==> config.mk <==
export PLATFORM = sky130hd
export DESIGN_NAME = vtw_pattern_sequencer_flat
export DESIGN_NICKNAME = d
export VERILOG_FILES = /design/src/rtl/vtw_pattern_sequencer_if.sv /design/src/rtl/vtw_pattern_sequencer.sv /design/src/flat_wrapper.sv
export SDC_FILE = /design/constraint.sdc
export NUM_CORES = 2
export LEC_CHECK = 0
export BUFFER_PORTS_ARGS = -buffer_cell sky130_fd_sc_hd__buf_2
export CELL_PAD_IN_SITES_DETAIL_PLACEMENT = 1
export CELL_PAD_IN_SITES_GLOBAL_PLACEMENT = 2
export CORE_MARGIN = 2
export CORE_UTILIZATION = 40
export CTS_BUF_LIST = sky130_fd_sc_hd__clkbuf_16
export DETAILED_ROUTE_END_ITERATION = 8
export GPL_TIMING_DRIVEN = 1
export PLACE_DENSITY_LB_ADDON = 0.1
export SYNTH_ARGS = -nofsm -noshare
export SYNTH_HDL_FRONTEND = slang
export SYNTH_SLANG_ARGS = --single-unit
export TNS_END_PERCENT = 1
==> constraint.sdc <==
create_clock -name tester_clk -period 5.9 [get_ports tester_clk]
set_input_delay 1.77 -clock tester_clk [delete_from_list [all_inputs] [get_ports tester_clk]]
set_output_delay 1.77 -clock tester_clk [all_outputs]
set_load 0.05 [all_outputs]
==> src/rtl/vtw_pattern_sequencer_if.sv <==
// vtw_pattern_sequencer_if
// Bundles the vector-memory write port, the start/stop control and the
// tester-cycle outputs of vtw_pattern_sequencer. Defining VTW_LOOP_EN adds
// the loop_begin/loop_end/loop_count signals.
//
// Handshake: start is a single-cycle request. It is taken only while the
// sequencer is idle. stop aborts a run while busy is high. done is a
// one-cycle pulse that ends every accepted start, whether the run completed
// or was aborted. There is no backpressure, and tester_sync qualifies
// wft/wfc on every active tester cycle.
interface vtw_pattern_sequencer_if #(
    parameter int INT_SIZE = 32,
    parameter int AW       = 6,
    parameter int RPT_W    = 8
);
    // Vector memory write port: {rpt, wft, wfc}
    logic                  mem_we;
    logic [AW-1:0]         mem_addr;
    logic [RPT_W+19:0]     mem_wdata;

    // Run control
    logic [AW-1:0]         last_addr;
    logic                  start;
    logic                  stop;

    // Status
    logic                  busy;
    logic                  done;

    // Tester-cycle stream toward the timing block
    logic                  tester_sync;
    logic [INT_SIZE-1:0]   vector_number;
    logic [INT_SIZE-1:0]   cycle_number;
    logic [3:0]            wft;
    logic [15:0]           wfc;

`ifdef VTW_LOOP_EN
    // Loop region, latched at start
    logic [AW-1:0]         loop_begin;
    logic [AW-1:0]         loop_end;
    logic [RPT_W-1:0]      loop_count;
`endif

    // Side that loads vectors and launches runs
    modport master (
`ifdef VTW_LOOP_EN
        output loop_begin, loop_end, loop_count,
`endif
        output mem_we, mem_addr, mem_wdata, last_addr, start, stop,
        input  busy, done, tester_sync, vector_number, cycle_number, wft, wfc
    );

    // Sequencer side
    modport slave (
`ifdef VTW_LOOP_EN
        input  loop_begin, loop_end, loop_count,
`endif
        input  mem_we, mem_addr, mem_wdata, last_addr, start, stop,
        output busy, done, tester_sync, vector_number, cycle_number, wft, wfc
    );
endinterface

==> src/rtl/vtw_pattern_sequencer.sv <==
// vtw_pattern_sequencer
// Plays a preloaded list of test vectors onto the pattern timing block, one
// tester cycle per clock. Each memory word is {rpt, wft, wfc}. A vector
// occupies rpt+1 consecutive tester cycles. Playback runs from address 0
// through last_addr.
//
// Optional feature macro: VTW_LOOP_EN. When it is defined, the region
// loop_begin..loop_end is replayed loop_count extra times before playback
// continues linearly.
//
// Datapath: the memory has one registered read port. A prefetch register
// (pre_data/pre_addr) always holds the word that will play after the
// current vector. When the current vector reaches its final cycle, the
// prefetched word moves into the output registers and the next read is
// issued in the same cycle. Vectors and loop jumps therefore play
// back-to-back without bubbles.
module vtw_pattern_sequencer #(
    parameter int INT_SIZE = 32,
    parameter int AW       = 6,
    parameter int RPT_W    = 8
) (
    input  logic                       tester_clk,
    input  logic                       tester_reset,
    vtw_pattern_sequencer_if.slave     bus,
    output logic [1:0]                 state_dbg
);

    localparam int DW    = RPT_W + 20;
    localparam int DEPTH = 1 << AW;

    typedef enum logic [1:0] {
        S_IDLE  = 2'd0,
        S_FETCH = 2'd1,
        S_RUN   = 2'd2,
        S_DONE  = 2'd3
    } state_t;

    state_t             state;

    // Vector storage; contents survive reset
    logic [DW-1:0]      mem [DEPTH];

    // Read port
    logic               rd_en;
    logic [AW-1:0]      rd_addr;
    logic [DW-1:0]      rd_q;

    // Prefetched word and the address it came from
    logic [DW-1:0]      pre_data;
    logic [AW-1:0]      pre_addr;
    logic               pre_jump;
    logic               pre_final;
    logic [AW-1:0]      pre_next;

    // Run bookkeeping for the vector currently on the outputs
    logic [AW-1:0]      last_q;
    logic [RPT_W-1:0]   rpt_cnt;
    logic               cur_final;
    logic               advance;
    logic               finish;
    logic               mem_wr_ok;

`ifdef VTW_LOOP_EN
    logic [AW-1:0]      lbeg_q;
    logic [AW-1:0]      lend_q;
    logic [RPT_W-1:0]   pass_q;
`endif

    assign state_dbg = state;
    assign pre_data  = rd_q;

    // The prefetched word decides what plays after it. A loop jump takes
    // precedence over ending, so a region that ends on last_addr still
    // completes all of its passes.
`ifdef VTW_LOOP_EN
    assign pre_jump = (pre_addr == lend_q) && (pass_q != '0);
    assign pre_next = pre_jump ? lbeg_q : pre_addr + AW'(1);
`else
    assign pre_jump = 1'b0;
    assign pre_next = pre_addr + AW'(1);
`endif
    assign pre_final = (pre_addr == last_q) && !pre_jump;

    // The run ends after the final cycle of the last vector, or on stop.
    // stop takes priority over a normal advance.
    assign finish = (state == S_RUN) &&
                    (bus.stop || ((rpt_cnt == '0) && cur_final));

    // Move the prefetched word onto the outputs: at FETCH exit, and in RUN
    // on the final cycle of any vector other than the last one.
    always_comb begin
        advance = 1'b0;
        if ((state == S_FETCH) && !bus.stop) begin
            advance = 1'b1;
        end else if ((state == S_RUN) && !bus.stop &&
                     (rpt_cnt == '0) && !cur_final) begin
            advance = 1'b1;
        end
    end

    // Read address selection. A start reads vector 0, and each advance
    // reads the word that follows the one being consumed.
    always_comb begin
        rd_en   = 1'b0;
        rd_addr = '0;
        if ((state == S_IDLE) && bus.start) begin
            rd_en   = 1'b1;
            rd_addr = '0;
        end else if (advance) begin
            rd_en   = 1'b1;
            rd_addr = pre_next;
        end
    end

    // Memory writes are taken only while not busy (IDLE or DONE)
    assign mem_wr_ok = bus.mem_we && ((state == S_IDLE) || (state == S_DONE));

    // Vector memory write port
    always_ff @(posedge tester_clk) begin
        if (mem_wr_ok) begin
            mem[bus.mem_addr] <= bus.mem_wdata;
        end
    end

    // Vector memory registered read port
    always_ff @(posedge tester_clk) begin
        if (rd_en) begin
            rd_q <= mem[rd_addr];
        end
    end

    // Sequencer FSM, with registered tester-cycle outputs and status
    always_ff @(posedge tester_clk) begin
        if (tester_reset) begin
            state             <= S_IDLE;
            bus.busy          <= 1'b0;
            bus.done          <= 1'b0;
            bus.tester_sync   <= 1'b0;
            bus.vector_number <= '0;
            bus.cycle_number  <= '0;
            bus.wft           <= '0;
            bus.wfc           <= '0;
            rpt_cnt           <= '0;
            cur_final         <= 1'b0;
            pre_addr          <= '0;
            last_q            <= '0;
`ifdef VTW_LOOP_EN
            lbeg_q            <= '0;
            lend_q            <= '0;
            pass_q            <= '0;
`endif
        end else begin
            bus.done <= 1'b0;
            case (state)
                S_IDLE: begin
                    // start wins over a stop in the same cycle
                    if (bus.start) begin
                        state             <= S_FETCH;
                        bus.busy          <= 1'b1;
                        bus.vector_number <= '0;
                        bus.cycle_number  <= '0;
                        last_q            <= bus.last_addr;
                        pre_addr          <= '0;
`ifdef VTW_LOOP_EN
                        lbeg_q            <= bus.loop_begin;
                        lend_q            <= bus.loop_end;
                        pass_q            <= bus.loop_count;
`endif
                    end
                end

                S_FETCH: begin
                    if (bus.stop) begin
                        state    <= S_DONE;
                        bus.busy <= 1'b0;
                        bus.done <= 1'b1;
                    end else begin
                        state <= S_RUN;
                    end
                end

                S_RUN: begin
                    if (finish) begin
                        state           <= S_DONE;
                        bus.busy        <= 1'b0;
                        bus.done        <= 1'b1;
                        bus.tester_sync <= 1'b0;
                    end else begin
                        bus.cycle_number <= bus.cycle_number + INT_SIZE'(1);
                        if (rpt_cnt == '0) begin
                            bus.vector_number <= bus.vector_number + INT_SIZE'(1);
                        end else begin
                            rpt_cnt <= rpt_cnt - RPT_W'(1);
                        end
                    end
                end

                S_DONE: begin
                    state <= S_IDLE;
                end

                default: begin
                    state <= S_IDLE;
                end
            endcase

            // Load the prefetched vector onto the outputs. This shares the
            // cycle with the FETCH->RUN step or with a RUN vector boundary.
            if (advance) begin
                bus.tester_sync <= 1'b1;
                bus.wft         <= pre_data[19:16];
                bus.wfc         <= pre_data[15:0];
                rpt_cnt         <= pre_data[DW-1:20];
                cur_final       <= pre_final;
                pre_addr        <= pre_next;
`ifdef VTW_LOOP_EN
                if (pre_jump) begin
                    pass_q <= pass_q - RPT_W'(1);
                end
`endif
            end
        end
    end

endmodule

==> src/flat_wrapper.sv <==
// flat-port wrapper written by rule: the top's interface ports become plain ports
module vtw_pattern_sequencer_flat 
#(
    parameter int INT_SIZE = 32,
    parameter int AW       = 6,
    parameter int RPT_W    = 8
)
  (tester_clk, tester_reset, state_dbg, bus_mem_we, bus_mem_addr, bus_mem_wdata, bus_last_addr, bus_start, bus_stop, bus_busy, bus_done, bus_tester_sync, bus_vector_number, bus_cycle_number, bus_wft, bus_wfc);
  vtw_pattern_sequencer_if #(.INT_SIZE(INT_SIZE), .AW(AW), .RPT_W(RPT_W)) bus_i ();
  input  logic tester_clk;
  input  logic tester_reset;
  output logic [1:0] state_dbg;
  input wire logic [$bits(bus_i.mem_we)-1:0] bus_mem_we;
  input wire logic [$bits(bus_i.mem_addr)-1:0] bus_mem_addr;
  input wire logic [$bits(bus_i.mem_wdata)-1:0] bus_mem_wdata;
  input wire logic [$bits(bus_i.last_addr)-1:0] bus_last_addr;
  input wire logic [$bits(bus_i.start)-1:0] bus_start;
  input wire logic [$bits(bus_i.stop)-1:0] bus_stop;
  output wire logic [$bits(bus_i.busy)-1:0] bus_busy;
  output wire logic [$bits(bus_i.done)-1:0] bus_done;
  output wire logic [$bits(bus_i.tester_sync)-1:0] bus_tester_sync;
  output wire logic [$bits(bus_i.vector_number)-1:0] bus_vector_number;
  output wire logic [$bits(bus_i.cycle_number)-1:0] bus_cycle_number;
  output wire logic [$bits(bus_i.wft)-1:0] bus_wft;
  output wire logic [$bits(bus_i.wfc)-1:0] bus_wfc;
  assign bus_i.mem_we = bus_mem_we;
  assign bus_i.mem_addr = bus_mem_addr;
  assign bus_i.mem_wdata = bus_mem_wdata;
  assign bus_i.last_addr = bus_last_addr;
  assign bus_i.start = bus_start;
  assign bus_i.stop = bus_stop;
  assign bus_busy = bus_i.busy;
  assign bus_done = bus_i.done;
  assign bus_tester_sync = bus_i.tester_sync;
  assign bus_vector_number = bus_i.vector_number;
  assign bus_cycle_number = bus_i.cycle_number;
  assign bus_wft = bus_i.wft;
  assign bus_wfc = bus_i.wfc;
  vtw_pattern_sequencer #(.INT_SIZE(INT_SIZE), .AW(AW), .RPT_W(RPT_W)) u_core (.tester_clk(tester_clk), .tester_reset(tester_reset), .bus(bus_i), .state_dbg(state_dbg));
endmodule
==> qor.txt <==
CLOCK NETWORK
--------------------------------------------------------------------------------
Deepest level of the CTS H-tree                                                4
Clock slew at reported path FFs                                          0.06 ns
Count of hold-fix buffers inserted at cts                                      0
Maximum root-to-sink buffer count                                              3
Number of setup buffers added after CTS                                        0
Number of buffers inserted during clock tree synthesis                       208
Resized Gates After CTS                                                        0
CTS Root Buffer Type                                                   clkbuf_16
CTS sink cnt                                                                1930
CTS tree                                                                   built
Clock latency on the worst-skew pair                                     0.86 ns

GRT
--------------------------------------------------------------------------------
Vias in the first global route                                             47600
Total overflow reported by the global router                                   0
All-Layer GR Usage                                                         28.2%
Number of antenna violations at the first check in global routing             23
Wire length of the first global-routing pass                              384 mm
Largest net degree at the start of global routing                            106

PLACE
--------------------------------------------------------------------------------
Worst slack, placed                                                     0.146 ns
Post-DP HPWL                                                              164 mm
Count of buffers inserted at the top-level ports                             133
Cell count after placement                                                  7389
Final weighted congestion of routability-driven global placement           0.853

STA
--------------------------------------------------------------------------------
Final critical-path share of the clock period                              82.3%
Number of max-slew violations in the final report                              0
Worst slew margin                                                          9.16%
Crit path time final                                                     4.86 ns
Peak clock frequency supported by timing                               0.206 GHz
Least setup slack across all paths after layout                          1.04 ns
Worst-margin pin slew                                                    1.35 ns
Number of endpoints with negative hold slack in the final report               0
RSZ-0062 raised after global routing                                       false
Setup TNS Final                                                             0 ns
Count of endpoints failing setup in the final report                           0
Clock skew after layout                                                0.0239 ns

LAYOUT
--------------------------------------------------------------------------------
Most common cell after layout, fill and taps aside                      edfxtp_1
Top library cells by usage in the layout, fill and taps aside       1820 x edfxtp_1, 384 x o221ai_1, 279 x nand2_1, 266 x buf_4, 213 x clkbuf_16
Proportion of layout cells with a drive suffix above 1                     18.9%
Post-route insts no fill                                                    7782
Nets@finish                                                                 5158
Growth of design area from synthesis to finish                             15.6%

FLOORPLAN
--------------------------------------------------------------------------------
Area enclosed by the die boundary                                     193000 µm²
Chip Width                                                                439 µm
Floorplan die height                                                      439 µm
Number of rows in the core area                                              159
Initial cell density of the core                                           40.3%
Floorplan Core Area                                                   188000 µm²
I/O pin count                                                                134

SYNTHESIS
--------------------------------------------------------------------------------
Part of the Yosys area used for sequential elements                        75.1%
#FFs+latches synth                                                          1930
Mean Syn Cell Area                                                      15.6 µm²
Cell variety after synth                                                      84
Syn nets                                                                    4898
Yosys Warn Count                                                               0
Number of enable-type register cells in the synthesized netlist             1820
Post-synth ARST share                                                         0%
Post-synthesis cell area                                               75700 µm²
Cells after synthesis                                                       4844
Dominant register cell in the synthesized netlist                       edfxtp_1

SETUP PATH
--------------------------------------------------------------------------------
Arrival time at the worst endpoint                                       5.45 ns
Data required time at the worst endpoint                                 6.49 ns
Crit Path Class                                                        in -> reg
Kind of launch point of the worst setup path                          input port
Peak fanout along the critical path                                           75
Category of the worst setup path capture point                          register

ROUTE
--------------------------------------------------------------------------------
Iteration-0 DRC Markers                                                     5397
Post-DR vias/cell                                                           6.17
Iteration count of the initial detailed-routing pass                           6
Total length of routed wires                                              275 mm
Routed wire per std cell                                                 35.4 µm
Number of vias in the routed layout                                        48000
DRT antenna net count                                                          0
Drc violations                                                                 0

POWER AND IR DROP
--------------------------------------------------------------------------------
Leak Pwr                                                                 27.7 nW
Maximum ir drop on the vdd rail                                       0.000304 V
Total power of the final layout                                          33.6 mW
Power density cells                                                   383 nW/µm²

RUN STATUS
--------------------------------------------------------------------------------
Status                                                              finished, final reports clean

RUN
--------------------------------------------------------------------------------
Count of maximum capacitance violations                                        0

WORST HOLD PATH
--------------------------------------------------------------------------------
HP Class                                                              reg -> reg

-- flip-flops by register name, summed over array words and instances, names as in the netlist --
signal	flops
u_core.bus.wfc	16
u_core.bus.done	1
u_core.bus.wft	4
u_core.state_dbg	2
u_core.bus.cycle_number	32
u_core.mem	1792
u_core.bus.busy	1
u_core.last_q	6
u_core.pre_data	28
u_core.cur_final	1
u_core.pre_addr	6
u_core.bus.tester_sync	1
u_core.rpt_cnt	8
u_core.bus.vector_number	32
-- Yosys cell counts, types with 21 or more instances --
library cell,instances,share of area (%)
edfxtp_1,1820,72
o221ai_1,384,4.4
nand2_1,281,1.4
clkbuf_1,258,1.3
nor2_1,200,0.99
o21ai_0,172,1.1
a21oi_1,153,1.0
mux2_2,142,2.1
mux2i_1,132,1.7
nand3_1,112,0.74
dfxtp_1,110,2.9
a31oi_1,105,0.87
nor3_1,91,0.60
buf_2,85,0.56
o211ai_1,74,0.73
and3_1,70,0.58
a211oi_1,60,0.59
o22ai_1,49,0.40
inv_1,46,0.23
xnor2_1,41,0.47
xor2_1,36,0.42
o2111ai_1,28,0.32
nand4_1,27,0.22
nor4_1,27,0.22
o32ai_1,27,0.31
buf_1,25,0.12
a41o_1,21,0.28
-- metrics by stage --
step | util [%] | cell area [µm²] | hold WS (ns)
final | 46.6 | 87500 | 0.451
after global routing | 46.6 | 87500 | 0.477
after CTS | 46.6 | 87500 | 0.452
after detailed placement | 43.2 | 81200 | 0.446
after global placement | 43.2 | 81100 | 0.440
after floorplan | - | 75700 | 0.448
-- layout make-up --
type | count | area, µm²
diodes | 6 | 15.0
flip-flops and latches | 1930 | 56900
clock buffers | 213 | 5330
clock inverters | 174 | 1010
multi-input cells | 2489 | 17800
repair buffers | 429 | 3250
fillers | 18200 | 100000
inverters | 46 | 173
well taps | 2495 | 3120
-- path summary, 6_finish.rpt --
| path | startpoint | end | slack, ns | cells past startpoint |
|---|---|---|---|---|
| hold / removal | u_core.bus.wft[0]$_SDFFE_PP0P_ | u_core.bus.wft[0]$_SDFFE_PP0P_ | 0.45 | 2 |
| setup / recovery | bus_stop | u_core.pre_data[3]$_DFFE_PP_ | 1.04 | 11 |
| hold reg to reg | u_core.bus.wft[0]$_SDFFE_PP0P_ | u_core.bus.wft[0]$_SDFFE_PP0P_ | 0.45 | 2 |
| setup reg to reg | u_core.pre_addr[0]$_SDFFE_PP0P_ | u_core.pre_data[13]$_DFFE_PP_ | 1.13 | 9 |
-- critical path, stage by stage --
cell	delay, ns
buf_2	0.20
nand2b_1	0.50
nor3_4	0.14
nor2_4	0.18
buf_12	0.30
buf_12	0.40
mux2i_1	0.44
o221ai_1	0.20
nor4_1	0.75
buf_4	0.32
o32ai_1	0.10
-- logic make-up (layout without fill, tap and decap cells) --
logic type                 count (synthesis)  in the layout  share of synthesized area, %
muxes                                    274            274                          3.86
and+or+nand+nor                          888            888                          5.60
buffers and inverters                    425            862                          2.31
adders and majority gates                  9              9                         0.149
xor gates and xnor gates                  77             77                         0.891
DFF                                     1930           1930                          75.1
other                                      0              6                             0
AOI/OAI and AO/OA                       1241           1241                          12.1
-- routing by layer --
| layer | vias to the layer above | track usage, % | share of wire [%] |
|---|---|---|---|
| met4 | 6 | 9.00 | 3.1 |
| li1 | 20200 | - | - |
| met1 | 25600 | 40.0 | 43 |
| met5 | - | 0 | 0.013 |
| met2 | 1951 | 44.3 | 46 |
| met3 | 320 | 4.82 | 7.4 |
-- power by group --
part / internal [mW] / switching [mW] / total (mW)
Sequential: 15.3 / 0.340 / 15.6
Combinational: 1.52 / 4.12 / 5.64
Clock: 6.81 / 5.49 / 12.3
Total: 23.6 / 9.95 / 33.6
Power figures use the tool's default switching activity.
